## src/rtl/sha256_msg_pad64.sv

```systemverilog
// sha256_msg_pad64 - streaming SHA-256 message padder.
// Takes 32-bit big-endian message words and emits padded 512-bit blocks as
// eight 64-bit beats: data, 0x80 marker, zero fill, then the 64-bit bit length.
// Optional build macro SHA256_PAD_OVF_EN adds a sticky len_ovf output that
// flags a wrap of the internal bit-length counter.
module sha256_msg_pad64 #(
  parameter int LEN_W = 64
) (
  input  logic        CLK,
  input  logic        RST,
  input  logic        in_valid,
  input  logic [31:0] in_data,
  input  logic        in_last,
  input  logic [1:0]  in_bytes,
  output logic        in_ready,
  output logic        out_valid,
  output logic [63:0] out_data,
  input  logic        out_ready,
  output logic        out_blk_last,
  output logic        out_msg_last
`ifdef SHA256_PAD_OVF_EN
  ,
  output logic        len_ovf
`endif
);

  typedef enum logic [1:0] {
    S_DATA = 2'd0,
    S_PAD  = 2'd1,
    S_LEN  = 2'd2
  } state_t;

  state_t             state, state_n;
  logic [2:0]         beat_cnt, beat_n, beat_inc;
  logic               half, half_n;
  logic [LEN_W-1:0]   bit_len, bit_len_n, len_inc;
  logic [31:0]        hold_hi, hold_hi_n;
  logic               pend, pend_n;
  logic               load_ok;
  logic               rdy_c;
  logic               accept;
  logic               ld;
  logic [63:0]        ld_data;
  logic               ld_blk;
  logic               ld_msg;

  // Keep the valid bytes of the final word and drop the marker right after them.
  function automatic logic [31:0] pad_word(input logic [31:0] w, input logic [1:0] nb);
    case (nb)
      2'd1:    pad_word = {w[31:24], 8'h80, 16'h0000};
      2'd2:    pad_word = {w[31:16], 8'h80, 8'h00};
      2'd3:    pad_word = {w[31:8], 8'h80};
      default: pad_word = w;
    endcase
  endfunction

  // Number of message bits a word contributes to the length counter.
  function automatic logic [LEN_W-1:0] word_bits(input logic last, input logic [1:0] nb);
    if (!last || nb == 2'd0)
      word_bits = LEN_W'(32);
    else
      word_bits = LEN_W'({nb, 3'b000});
  endfunction

  assign load_ok  = !out_valid || out_ready;
  assign beat_inc = beat_cnt + 3'd1;
  assign len_inc  = word_bits(in_last, in_bytes);
  assign ld_blk   = (beat_cnt == 3'd7);

  // A lone final word must be emitted at once, so it also needs the output slot.
  assign rdy_c    = (state == S_DATA) &&
                    (half ? load_ok : (!(in_valid && in_last) || load_ok));
  assign in_ready = RST && rdy_c;
  assign accept   = in_valid && in_ready;

  // Control state register.
  always_ff @(posedge CLK or negedge RST) begin
    if (!RST) begin
      state    <= S_DATA;
      beat_cnt <= 3'd0;
      half     <= 1'b0;
      bit_len  <= '0;
      hold_hi  <= 32'h0;
      pend     <= 1'b0;
    end else begin
      state    <= state_n;
      beat_cnt <= beat_n;
      half     <= half_n;
      bit_len  <= bit_len_n;
      hold_hi  <= hold_hi_n;
      pend     <= pend_n;
    end
  end

  // Next-state and beat assembly; pend marks a marker owed to the next beat.
  always_comb begin
    state_n   = state;
    beat_n    = beat_cnt;
    half_n    = half;
    bit_len_n = bit_len;
    hold_hi_n = hold_hi;
    pend_n    = pend;
    ld        = 1'b0;
    ld_data   = 64'h0;
    ld_msg    = 1'b0;
    case (state)
      S_DATA: begin
        if (accept) begin
          bit_len_n = bit_len + len_inc;
          if (!in_last) begin
            if (!half) begin
              hold_hi_n = in_data;
              half_n    = 1'b1;
            end else begin
              ld      = 1'b1;
              ld_data = {hold_hi, in_data};
              half_n  = 1'b0;
              beat_n  = beat_inc;
            end
          end else begin
            ld     = 1'b1;
            half_n = 1'b0;
            beat_n = beat_inc;
            pend_n = half && (in_bytes == 2'd0);
            if (half)
              ld_data = {hold_hi, pad_word(in_data, in_bytes)};
            else if (in_bytes == 2'd0)
              ld_data = {in_data, 32'h8000_0000};
            else
              ld_data = {pad_word(in_data, in_bytes), 32'h0000_0000};
            state_n = (!pend_n && beat_inc == 3'd7) ? S_LEN : S_PAD;
          end
        end
      end
      S_PAD: begin
        if (load_ok) begin
          ld      = 1'b1;
          ld_data = pend ? 64'h8000_0000_0000_0000 : 64'h0;
          pend_n  = 1'b0;
          beat_n  = beat_inc;
          if (beat_inc == 3'd7)
            state_n = S_LEN;
        end
      end
      S_LEN: begin
        if (load_ok) begin
          ld        = 1'b1;
          ld_data   = 64'(bit_len);
          ld_msg    = 1'b1;
          beat_n    = 3'd0;
          bit_len_n = '0;
          state_n   = S_DATA;
        end
      end
      default: state_n = S_DATA;
    endcase
  end

  // Output register: loads only when empty or being consumed, otherwise holds.
  always_ff @(posedge CLK or negedge RST) begin
    if (!RST) begin
      out_valid    <= 1'b0;
      out_data     <= 64'h0;
      out_blk_last <= 1'b0;
      out_msg_last <= 1'b0;
    end else if (load_ok) begin
      out_valid <= ld;
      if (ld) begin
        out_data     <= ld_data;
        out_blk_last <= ld_blk;
        out_msg_last <= ld_msg;
      end
    end
  end

`ifdef SHA256_PAD_OVF_EN
  logic             msg_open;
  logic [LEN_W:0]   len_sum;
  assign len_sum = {1'b0, bit_len} + {1'b0, len_inc};

  // Sticky length-wrap flag, restarted by the first word of each message.
  always_ff @(posedge CLK or negedge RST) begin
    if (!RST) begin
      len_ovf  <= 1'b0;
      msg_open <= 1'b0;
    end else if (accept) begin
      msg_open <= 1'b1;
      len_ovf  <= (msg_open ? len_ovf : 1'b0) | len_sum[LEN_W];
    end else if (ld && ld_msg) begin
      msg_open <= 1'b0;
    end
  end
`endif

endmodule

```

## config.mk

```make
export PLATFORM = sky130hd
export DESIGN_NAME = sha256_msg_pad64
export DESIGN_NICKNAME = d
export VERILOG_FILES = /design/src/rtl/sha256_msg_pad64.sv
export SDC_FILE = /design/constraint.sdc
export NUM_CORES = 1
export LEC_CHECK = 0
export ABC_AREA = 1
export CAP_MARGIN = 5
export CORE_UTILIZATION = 52
export CTS_BUF_LIST = sky130_fd_sc_hd__clkbuf_4
export CTS_CLUSTER_DIAMETER = 200
export DETAILED_ROUTE_END_ITERATION = 16
export PLACE_DENSITY = 0.82
export REMOVE_ABC_BUFFERS = 1
export SYNTH_ARGS = -nofsm -noshare
export SYNTH_HDL_FRONTEND = slang
export SYNTH_SLANG_ARGS = --single-unit
export TNS_END_PERCENT = 50
```

## constraint.sdc

```tcl
create_clock -name CLK -period 2.3 [get_ports CLK]
set_input_delay 0.46 -clock CLK [delete_from_list [all_inputs] [get_ports CLK]]
set_output_delay 0.46 -clock CLK [all_outputs]
set_load 0.02 [all_outputs]
```

==> flow_metrics.tcl, run 1 <==
set metrics [dict create \
    crit_path_end_kind "primary output" \
    cts_tree "done" \
    synth_seq_cells 167 \
    firstDrtPassIters 6 \
    initialDrtViolationCount 1064 \
    clkLatencyLatePin_ps 610 \
    max_cap_viol_count 0 \
    syn_avg_cell_area_um2 6.76 \
    htree_num_levels 4 \
    start_kind "flip-flop" \
    root_buffer "clkbuf_4" \
    grt_max_degree 135 \
    fin_util 0.657 \
    fin_crit_sh 0.946 \
    critical_path_arrival_ps 1720 \
    slowest_delay_ps 420 \
    layout_min_cycle_time_ps 2180 \
    critPathMaxFanout 2 \
    crit-reg2reg-launch "state[0]$_DFFE_PN0P_" \
    yosys_warnings 0 \
    setup_violations 0 \
    cts.sinks 167 \
    placed_area_um2 12000 \
    layout-drive-gt1-share 0.0912 \
    finalNonFillerCells 1917 \
    reg2reg_depth 10 \
    globalplace.congestion 0.976 \
    hpwl_mm 24.2 \
    hold_slack_ps 434 \
    hold_path.class "in2reg" \
    r2r-end "bit_len[49]$_DFFE_PN0P_" \
    crit_cells 7 \
    die_area_um2 20000 \
    postRouteAntennaNets 0 \
    leakage_nw 5.86 \
    synth_edf_count 0 \
    grt_pass1_wl_mm 52.2 \
    routed_wl_mm 32.4 \
    synth-seq-area-share 0.414 \
    fill_cells 1759 \
    final_max_slew_viol_count 0 \
    core_region_area_um2 18900 \
    io_buffers 106 \
    relSlewSlack 0.474 \
    synth_ff_type "dfrtp_1" \
    critPathKind "reg2out" \
    via_per_inst 5.54 \
    power_density_nw_per_um2 1140 \
    max_freq_ghz 0.459 \
    area_growth_pct 22.8 \
    finalWorstSetupSlack_ps 123 \
    path_delay_family "flip-flops" \
    fin_skew_ps 38.4 \
    power_mw 14.2 \
    cp.buffers_inverters 4 \
    syn-instance-count 1495 \
    crit_chain "inv_1 -> ha_1 -> nand2_1 -> inv_2 -> nand2_1 -> inv_1 -> buf_4" \
    stdcell_area_um2 12400 \
    drc_errors 0 \
    reg2reg_setup_slack_ps 250 \
    die_w_um 141 \
    overflow 0 \
    worst_pin_slew_ps 789 \
    gr-usage-all-layers 0.338 \
    vdd_drop_max_mv 1.39 \
    vias 10622 \
    ios 107 \
    num_rows 50 \
    path_clk_slew_ps 170 \
    hold_viol 0 \
    cpMaxStageDelayCell "dfrtp_1" \
    setup_tns_ps 0 \
    synthesis.area_um2 10100 \
    pre_cts_ws_ps -616 \
    clockBufferDepth 2 \
    crit_required_ps 1840 \
    synthArstFlopShare 1.00 \
    hp-start "in_data[1]" \
    hold_path_end "out_data[1]$_DFFE_PN0P_" \
    grt_pass1_vias 10040 \
    initial_core_util 0.535 \
    drt-wirelength-per-cell_um 16.9 \
    placed_cells 1880 \
    antenna_found_initial 1 \
    status "complete, no violations" \
    cts_made_buffers 17 \
    nNetsFinal 1695 \
    hold-path-cell-count 3 \
    synth.distinct_cells 35 \
    die_y_um 141 \
]
==> worst reg2reg max path, delay by kind of cell, from the launching register on <==
| kind | cells | cell delay, ps |
|---|---|---|
| AOI/OAI and AO/OA | 2 | 330 |
| DFF | 1 | 390 |
| and+or+nand+nor | 2 | 230 |
| buffers and inverters | 5 | 770 |
| adders and majority gates | 1 | 210 |
==> routing by layer <==
layer  track usage  share of wire  vias up
met5             0              0        -
met4         0.123          0.031        0
met3        0.0618          0.069       66
met2         0.563           0.47      452
met1         0.442           0.43     4994
li1              -              -     5110
==> cell usage in the layout (no fill, tap or decap), types with 4 or more instances in the layout <==
| cell | Yosys | routed |
|---|---|---|
| mux2_2 | 7 | 7 |
| nand4_1 | 64 | 64 |
| clkbuf_4 | 0 | 20 |
| inv_1 | 170 | 165 |
| a21oi_1 | 64 | 64 |
| buf_4 | 6 | 70 |
| buf_12 | 0 | 16 |
| nor3_1 | 9 | 9 |
| o22ai_1 | 9 | 9 |
| inv_6 | 0 | 5 |
| o21ai_0 | 134 | 134 |
| clkdlybuf4s50_1 | 0 | 104 |
| ha_1 | 12 | 11 |
| bufinv_16 | 0 | 4 |
| nand3_1 | 119 | 118 |
| nor2_1 | 221 | 218 |
| nand2_1 | 429 | 427 |
| dfrtp_1 | 167 | 167 |
| inv_2 | 4 | 9 |
==> cell type report <==
class,instances,area (um2),share of cell area
Multi-Input combinational cell,1091,5000,0.403
Timing Repair Buffer,192,1910,0.154
Clock inverter,12,188,0.0151
Antenna cell,1,2.50,0.000202
Inverter,174,653,0.0527
Tap cell,260,325,0.0262
Sequential cell,167,4180,0.337
Clock buffer,20,150,0.0121
==> cells by family (layout without fill, tap and decap cells) <==
group           count (synthesis)  after routing  synth area share
compound gates                218            218             0.114
flops                         167            167             0.414
fa+ha+maj                      13             13            0.0168
buf+inv                       237            398            0.0941
mux                             7              7           0.00780
other cells                     0              1                 0
simple gates                  850            850             0.351
xor+xnor                        3              3           0.00260
==> sequential cells by signal, indices dropped and copies added (netlist names) <==
signal / cells
half: 1
out_valid: 1
bit_len: 61
out_data: 64
state: 2
beat_cnt: 3
pend: 1
out_blk_last: 1
out_msg_last: 1
hold_hi: 32
==> where the power goes <==
| part | switching, mW | internal, mW | total, mW |
|---|---|---|---|
| combinational | 4.46 | 2.85 | 7.31 |
| sequential | 0.781 | 3.98 | 4.76 |
| clock | 1.17 | 0.919 | 2.09 |
==> timing repair <==
action / 4_1_cts / 5_1_grt
hold buffers: 1 / 0
hold endpoints to repair: 24 / 0
buffers inserted: 2 / 1
pin swaps: 0 / 3
endpoints found under the setup margin: 1 / 37
resized for setup: 5 / 13
==> Yosys cell counts (2+ instances only) <==
library cell  instances  share of area
buf_2                25          0.012
nand4_1              64          0.040
or2_2                 2         0.0012
o21ai_0             134          0.066
o22ai_1               9         0.0056
mux2_2                7         0.0078
inv_2                 4         0.0015
nor3_1                9         0.0045
buf_4                 6         0.0045
nor2_1              221          0.082
o31ai_1               3         0.0022
ha_1                 12          0.015
nand3_1             119          0.059
clkbuf_1             27          0.010
o211ai_1              2         0.0015
dfrtp_1             167           0.41
a21oi_1              64          0.032
xor2_1                3         0.0026
inv_1               170          0.063
buf_1                 4         0.0015
nand2_1             429           0.16
==> worst max-delay path by stage <==
stage	end	from
3_5_place_dp	bit_len[57]$_DFFE_PN0P_	in_bytes[0]
5_1_grt	bit_len[29]$_DFFE_PN0P_	in_bytes[0]
2_1_floorplan	bit_len[8]$_DFFE_PN0P_	state[0]$_DFFE_PN0P_
6_report	in_ready	state[0]$_DFFE_PN0P_
4_1_cts	bit_len[49]$_DFFE_PN0P_	in_bytes[0]
3_3_place_gp	bit_len[57]$_DFFE_PN0P_	in_bytes[0]
No activity file was read; power rests on OpenSTA's default activity.
==> run 2, diff against run 1 <==
--- a/constraint.sdc
+++ b/constraint.sdc
@@ -3,2 +3,2 @@
 set_output_delay 0.46 -clock CLK [all_outputs]
-set_load 0.02 [all_outputs]
+set_load 0.05 [all_outputs]
==> run 2 against run 1 <==
Against the previous run:
- wire length decreased by 0.36%
- cell count decreased by 0.26%
- die area unchanged
- setup slack got worse by 69 ps
- cell area decreased by 0.23%
- worst hold slack got worse by 200 ps
==> flow_metrics.tcl, run 2 (synthesis results as in run 1) <==
set metrics [dict create \
    status "complete, no violations" \
    crit_required_ps 1840 \
    fill_cells 1734 \
    ios 107 \
    vias 10536 \
    fin_crit_sh 0.976 \
    relSlewSlack 0.485 \
    start_kind "flip-flop" \
    die_y_um 141 \
    die_w_um 141 \
    initialDrtViolationCount 958 \
    fin_skew_ps 27.3 \
    core_region_area_um2 18900 \
    slowest_delay_ps 810 \
    routed_wl_mm 32.2 \
    pre_cts_ws_ps -603 \
    largest_reg_flops 64 \
    cts.sinks 167 \
    crit-reg2reg-launch "state[0]$_DFFE_PN0P_" \
    clkLatencyLatePin_ps 590 \
    nNetsFinal 1692 \
    cpMaxStageDelayCell "clkdlybuf4s50_1" \
    reg2reg_setup_slack_ps 180 \
    power_mw 15.0 \
    max_freq_ghz 0.445 \
    stdcell_area_um2 12400 \
    placed_area_um2 11900 \
    grt_max_degree 63 \
    initial_core_util 0.535 \
    via_per_inst 5.51 \
    root_buffer "clkbuf_4" \
    setup_violations 0 \
    htree_num_levels 4 \
    critical_path_arrival_ps 1790 \
    hold_viol 0 \
    fin_util 0.655 \
    antenna_found_initial 1 \
    cts_tree "done" \
    max_cap_viol_count 0 \
    hold_path.class "in2async" \
    path_clk_slew_ps 150 \
    finalNonFillerCells 1912 \
    gr-usage-all-layers 0.335 \
    vdd_drop_max_mv 1.17 \
    critPathMaxFanout 2 \
    postRouteAntennaNets 0 \
    worst_pin_slew_ps 772 \
    path_delay_family "buffers and inverters" \
    cp.buffers_inverters 1 \
    layout_common_cells "427 x nand2_1, 214 x nor2_1, 167 x dfrtp_1" \
    grt_pass1_vias 9927 \
    power_density_nw_per_um2 1210 \
    final_max_slew_viol_count 0 \
    clockBufferDepth 2 \
    layout-drive-gt1-share 0.0890 \
    num_rows 50 \
    crit_chain "clkdlybuf4s50_1" \
    crit_path_end_kind "primary output" \
    drt-wirelength-per-cell_um 16.9 \
    largest_register "out_data" \
    area_growth_pct 22.5 \
    critPathKind "reg2out" \
    reg.largest.list "out_data: 64 flops, bit_len: 61 flops, hold_hi: 32 flops" \
    cts_made_buffers 17 \
    grt_pass1_wl_mm 51.8 \
    placed_cells 1876 \
    io_buffers 106 \
    r2r-end "bit_len[50]$_DFFE_PN0P_" \
    overflow 0 \
    layout_commonest_cell "nand2_1" \
    globalplace.congestion 1.04 \
    layout_min_cycle_time_ps 2250 \
    leakage_nw 6.08 \
    die_area_um2 20000 \
    finalWorstSetupSlack_ps 54.5 \
    drc_errors 0 \
    reg2reg_depth 9 \
    hpwl_mm 24.5 \
    firstDrtPassIters 7 \
]
-- run 2: cell count changes in the layout (fill, tap and decap cells not counted), sizes merged --
| cell | delta |
|---|---|
| clkbuf | -3 |
| buf | -3 |
| clkdlybuf4s50 | -21 |
| dlymetal6s2s | +21 |
| clkinv | +1 |
-- run 2: metrics by stage --
| step | hold slack (ps) | TNS (ps) |
|---|---|---|
| 3_3_place_gp | 288 | -21730 |
| 3_5_place_dp | 289 | -26220 |
| 4_1_cts | 223 | -11.4 |
| 6_report | 238 | 0 |
| 2_1_floorplan | 164 | -136060 |
| 5_1_grt | 213 | -1.32 |
-- run 2: power breakdown --
part / internal [mW] / total [mW] / switching, mW / leakage (nW)
clock network: 0.873 / 2.04 / 1.16 / 0.166
registers: 3.98 / 4.76 / 0.778 / 2.18
logic: 2.70 / 8.19 / 5.48 / 3.73
total: 7.56 / 15.0 / 7.42 / 6.08
-- run 2: worst max path at each step --
| stage | start | to | slack (ps) | depth (start not counted) |
|---|---|---|---|---|
| 2_1_floorplan | state[0]$_DFFE_PN0P_ | bit_len[8]$_DFFE_PN0P_ | -1310 | 7 |
| 3_3_place_gp | in_bytes[0] | bit_len[57]$_DFFE_PN0P_ | -550 | 17 |
| 3_5_place_dp | in_bytes[0] | bit_len[49]$_DFFE_PN0P_ | -600 | 14 |
| 4_1_cts | in_bytes[0] | bit_len[49]$_DFFE_PN0P_ | -10 | 14 |
| 5_1_grt | state[0]$_DFFE_PN0P_ | in_ready | -1 | 7 |
| 6_report | out_data[31]$_DFFE_PN0P_ | out_data[31] | 50 | 1 |
-- run 2: what timing repair did --
item,in CTS,in global routing
pin swaps,0,5
hold buffers,1,0
gates resized for setup,0,36
buffers inserted,1,3
endpoints found under the setup margin,3,56
endpoints found under the hold margin,28,0
-- run 2: final cells by class --
type / count / area, um2 / area share
clock inverters: 13 / 196 / 0.0159
flip-flops and latches: 167 / 4180 / 0.338
multi-input cells: 1091 / 5000 / 0.404
clock buffers: 17 / 128 / 0.0103
well taps: 260 / 325 / 0.0263
inverters: 174 / 653 / 0.0528
diodes: 1 / 2.50 / 0.000202
repair buffers: 189 / 1890 / 0.153
-- run 2: layer usage --
| metal | up-vias | track usage | part of all wire |
|---|---|---|---|
| met1 | 4935 | 0.454 | 0.43 |
| met4 | 0 | 0.153 | 0.038 |
| met5 | - | 0 | 0 |
| li1 | 5091 | - | - |
| met3 | 75 | 0.0439 | 0.066 |
| met2 | 435 | 0.536 | 0.46 |
==> run 3, diff against run 2 <==
ABC_AREA = 0   (was 1)
PLACE_DENSITY = 0.83   (was 0.82)
TNS_END_PERCENT = default   (was 50)
==> run 3 against run 2 <==
Against the previous run:
- the run now ends with negative setup slack left
- critical path type is now reg2reg
- sequential power shrank 3%
- largest power group unchanged
- combinational power grew 6.3%
- non-clock buffer count grew 83
- critical endpoint is now bit_len[59]$_DFFE_PN0P_
==> flow_metrics.tcl, run 3 <==
set metrics [dict create \
    ios 107 \
    hold_viol 0 \
    drt-wirelength-per-cell_um 21.3 \
    die_area_um2 17100 \
    synth_top_area_cell "dfrtp_1" \
    yosys_warnings 0 \
    max_freq_ghz 0.406 \
    antenna_found_initial 1 \
    synthesis.area_um2 8650 \
    synth-seq-area-share 0.483 \
    via_per_inst 6.58 \
    layout_min_cycle_time_ps 2470 \
    critical_path_arrival_ps 2950 \
    netlist.area_leader.share 0.483 \
    grt_pass1_wl_mm 41.3 \
    power_mw 15.1 \
    relSlewSlack 0.365 \
    cp.buffers_inverters 4 \
    num_rows 46 \
    synth_ff_type "dfrtp_1" \
    status "complete, but fails checks" \
    clockBufferDepth 2 \
    crit_chain "inv_2 -> ha_4 -> buf_6 -> and2b_2 -> o21ai_4 -> a2111o_1 -> buf_2 -> buf_4 -> o31ai_2 -> a21oi_2" \
    cpMaxStageDelayCell "a2111o_1" \
    root_buffer "clkbuf_4" \
    postRouteAntennaNets 0 \
    finalWorstSetupSlack_ps -166 \
    max_cap_viol_count 0 \
    rsz0062_at_grt "true" \
    violations "negative setup slack" \
    power_density_nw_per_um2 1260 \
    io_buffers 106 \
    path_delay_family "compound AO/OA/AOI/OAI gates" \
    gr-usage-all-layers 0.318 \
    start_kind "flip-flop" \
    synthArstFlopShare 1.00 \
    placed_cells 1268 \
    critPathKind "reg2reg" \
    synth.distinct_cells 72 \
    synth_seq_cells 167 \
    layout_common_cells "165 x dfrtp_1, 136 x buf_4, 86 x a21oi_1" \
    nNetsFinal 1156 \
    initial_core_util 0.538 \
    crit_path_end_kind "flip-flop" \
    area_growth_pct 38.1 \
    globalplace.congestion 0.927 \
    layout-drive-gt1-share 0.287 \
    path_clk_slew_ps 150 \
    vias 8772 \
    hold_slack_ps 105 \
    reg.largest.list "out_data: 64 flops, bit_len: 61 flops, hold_hi: 32 flops" \
    synthTopCellsByCount "167 x dfrtp_1, 99 x a21oi_1, 73 x nor2_1, 51 x nand2_1, 50 x clkbuf_1" \
    syn-instance-count 876 \
    critPathMaxFanout 8 \
    worst_pin_slew_ps 952 \
    drc_errors 0 \
    overflow 0 \
    cts_hold_buf 0 \
    grt_max_degree 168 \
    leakage_nw 5.16 \
    largest_register "out_data" \
    fin_skew_ps 15.9 \
    setup_violations 27 \
    initialDrtViolationCount 1116 \
    pre_cts_ws_ps -924 \
    fin_crit_sh 1.07 \
    synth_area_leaders "dfrtp_1 48%, a21oi_1 5.7%, mux2_2 4.9%" \
    die_y_um 131 \
    finalNonFillerCells 1334 \
    grt_pass1_vias 8145 \
    core_region_area_um2 16100 \
    routed_wl_mm 28.4 \
    slowest_delay_ps 500 \
    synth_edf_count 0 \
    hpwl_mm 17.8 \
    vdd_drop_max_mv 1.15 \
    clkLatencyLatePin_ps 600 \
    syn_avg_cell_area_um2 9.87 \
    firstDrtPassIters 6 \
    layout_commonest_cell "dfrtp_1" \
    largest_reg_flops 64 \
    hold_path.class "in2async" \
    crit_required_ps 2790 \
    final_max_slew_viol_count 0 \
    htree_num_levels 4 \
    cts_made_buffers 17 \
    cts.sinks 167 \
    cts_tree "done" \
    die_w_um 131 \
    yosysMostFrequentCell "dfrtp_1" \
]
-- run 3: cell count changes in the layout (fill, tap and decap cells not counted), sizes merged, moves of 34 or more --
cell	before	now
nand3	121	26
nand4	64	16
nand2	430	51
o21ai	135	39
buf	84	168
inv	179	29
nor2	222	73
a21oi	65	99
a22oi	0	44
-- run 3: layer usage --
layer | share of wire | GRT usage
met1 | 0.38 | 0.406
met2 | 0.47 | 0.504
met5 | 0 | 0
met3 | 0.095 | 0.0745
met4 | 0.050 | 0.169
-- run 3: final cells by class --
cell class / instances / area [um2]
multi-input cells: 624 / 4590
flip-flops and latches: 167 / 4180
fillers: 998 / 4120
repair buffers: 272 / 2540
well taps: 216 / 270
clock inverters: 15 / 144
clock buffers: 17 / 128
inverters: 22 / 82.6
diodes: 1 / 2.50
-- run 3: what timing repair did --
action,in CTS,in global routing
setup buffers,16,15
gates resized for setup,44,101
endpoints found under the setup margin,115,122
hold endpoints to repair,0,0
gates cloned,1,2
pin swaps,20,45
-- run 3: worst paths after layout --
kind | slack [ps] | depth (start not counted) | startpoint | end
worst max-delay path | -170 | 10 | state[0]$_DFFE_PN0P_ | bit_len[59]$_DFFE_PN0P_
worst min-delay path | 110 | 3 | RST | bit_len[4]$_DFFE_PN0P_
worst max register to register | -170 | 10 | state[0]$_DFFE_PN0P_ | bit_len[59]$_DFFE_PN0P_
worst min register to register | 510 | 1 | out_data[52]$_DFFE_PN0P_ | out_data[52]$_DFFE_PN0P_
max in group asynchronous | 1450 | 3 | RST | hold_hi[23]$_DFFE_PN0P_
min in group CLK | 490 | 3 | in_data[2] | out_data[2]$_DFFE_PN0P_
-- run 3: cells by family after synthesis --
logic type               synth area share
AO/OA/AOI/OAI                       0.240
AND/OR/NAND/NOR                     0.156
flip-flops                          0.483
buffers and inverters              0.0388
multiplexers                       0.0553
adder cells (fa/ha/maj)            0.0208
XOR/XNOR                          0.00506
-- run 3: worst min-delay path: stages --
cell and delay [ps]:
buf_6 70, buf_4 140, buf_12 610
-- run 3: per-stage QoR --
step	utilization	instance area [um2]	setup TNS, ps
2_1_floorplan	-	8390	-491870
3_3_place_gp	0.674	10800	-68710
3_5_place_dp	0.674	10800	-78510
4_1_cts	0.710	11400	-525
5_1_grt	0.744	11900	-4270
6_report	0.744	11900	-1910
-- run 3: power by group --
| group | switching, mW | total, mW | internal [mW] |
|---|---|---|---|
| clock | 1.17 | 1.73 | 0.563 |
| combinational | 5.25 | 8.71 | 3.46 |
| sequential | 0.645 | 4.62 | 3.98 |
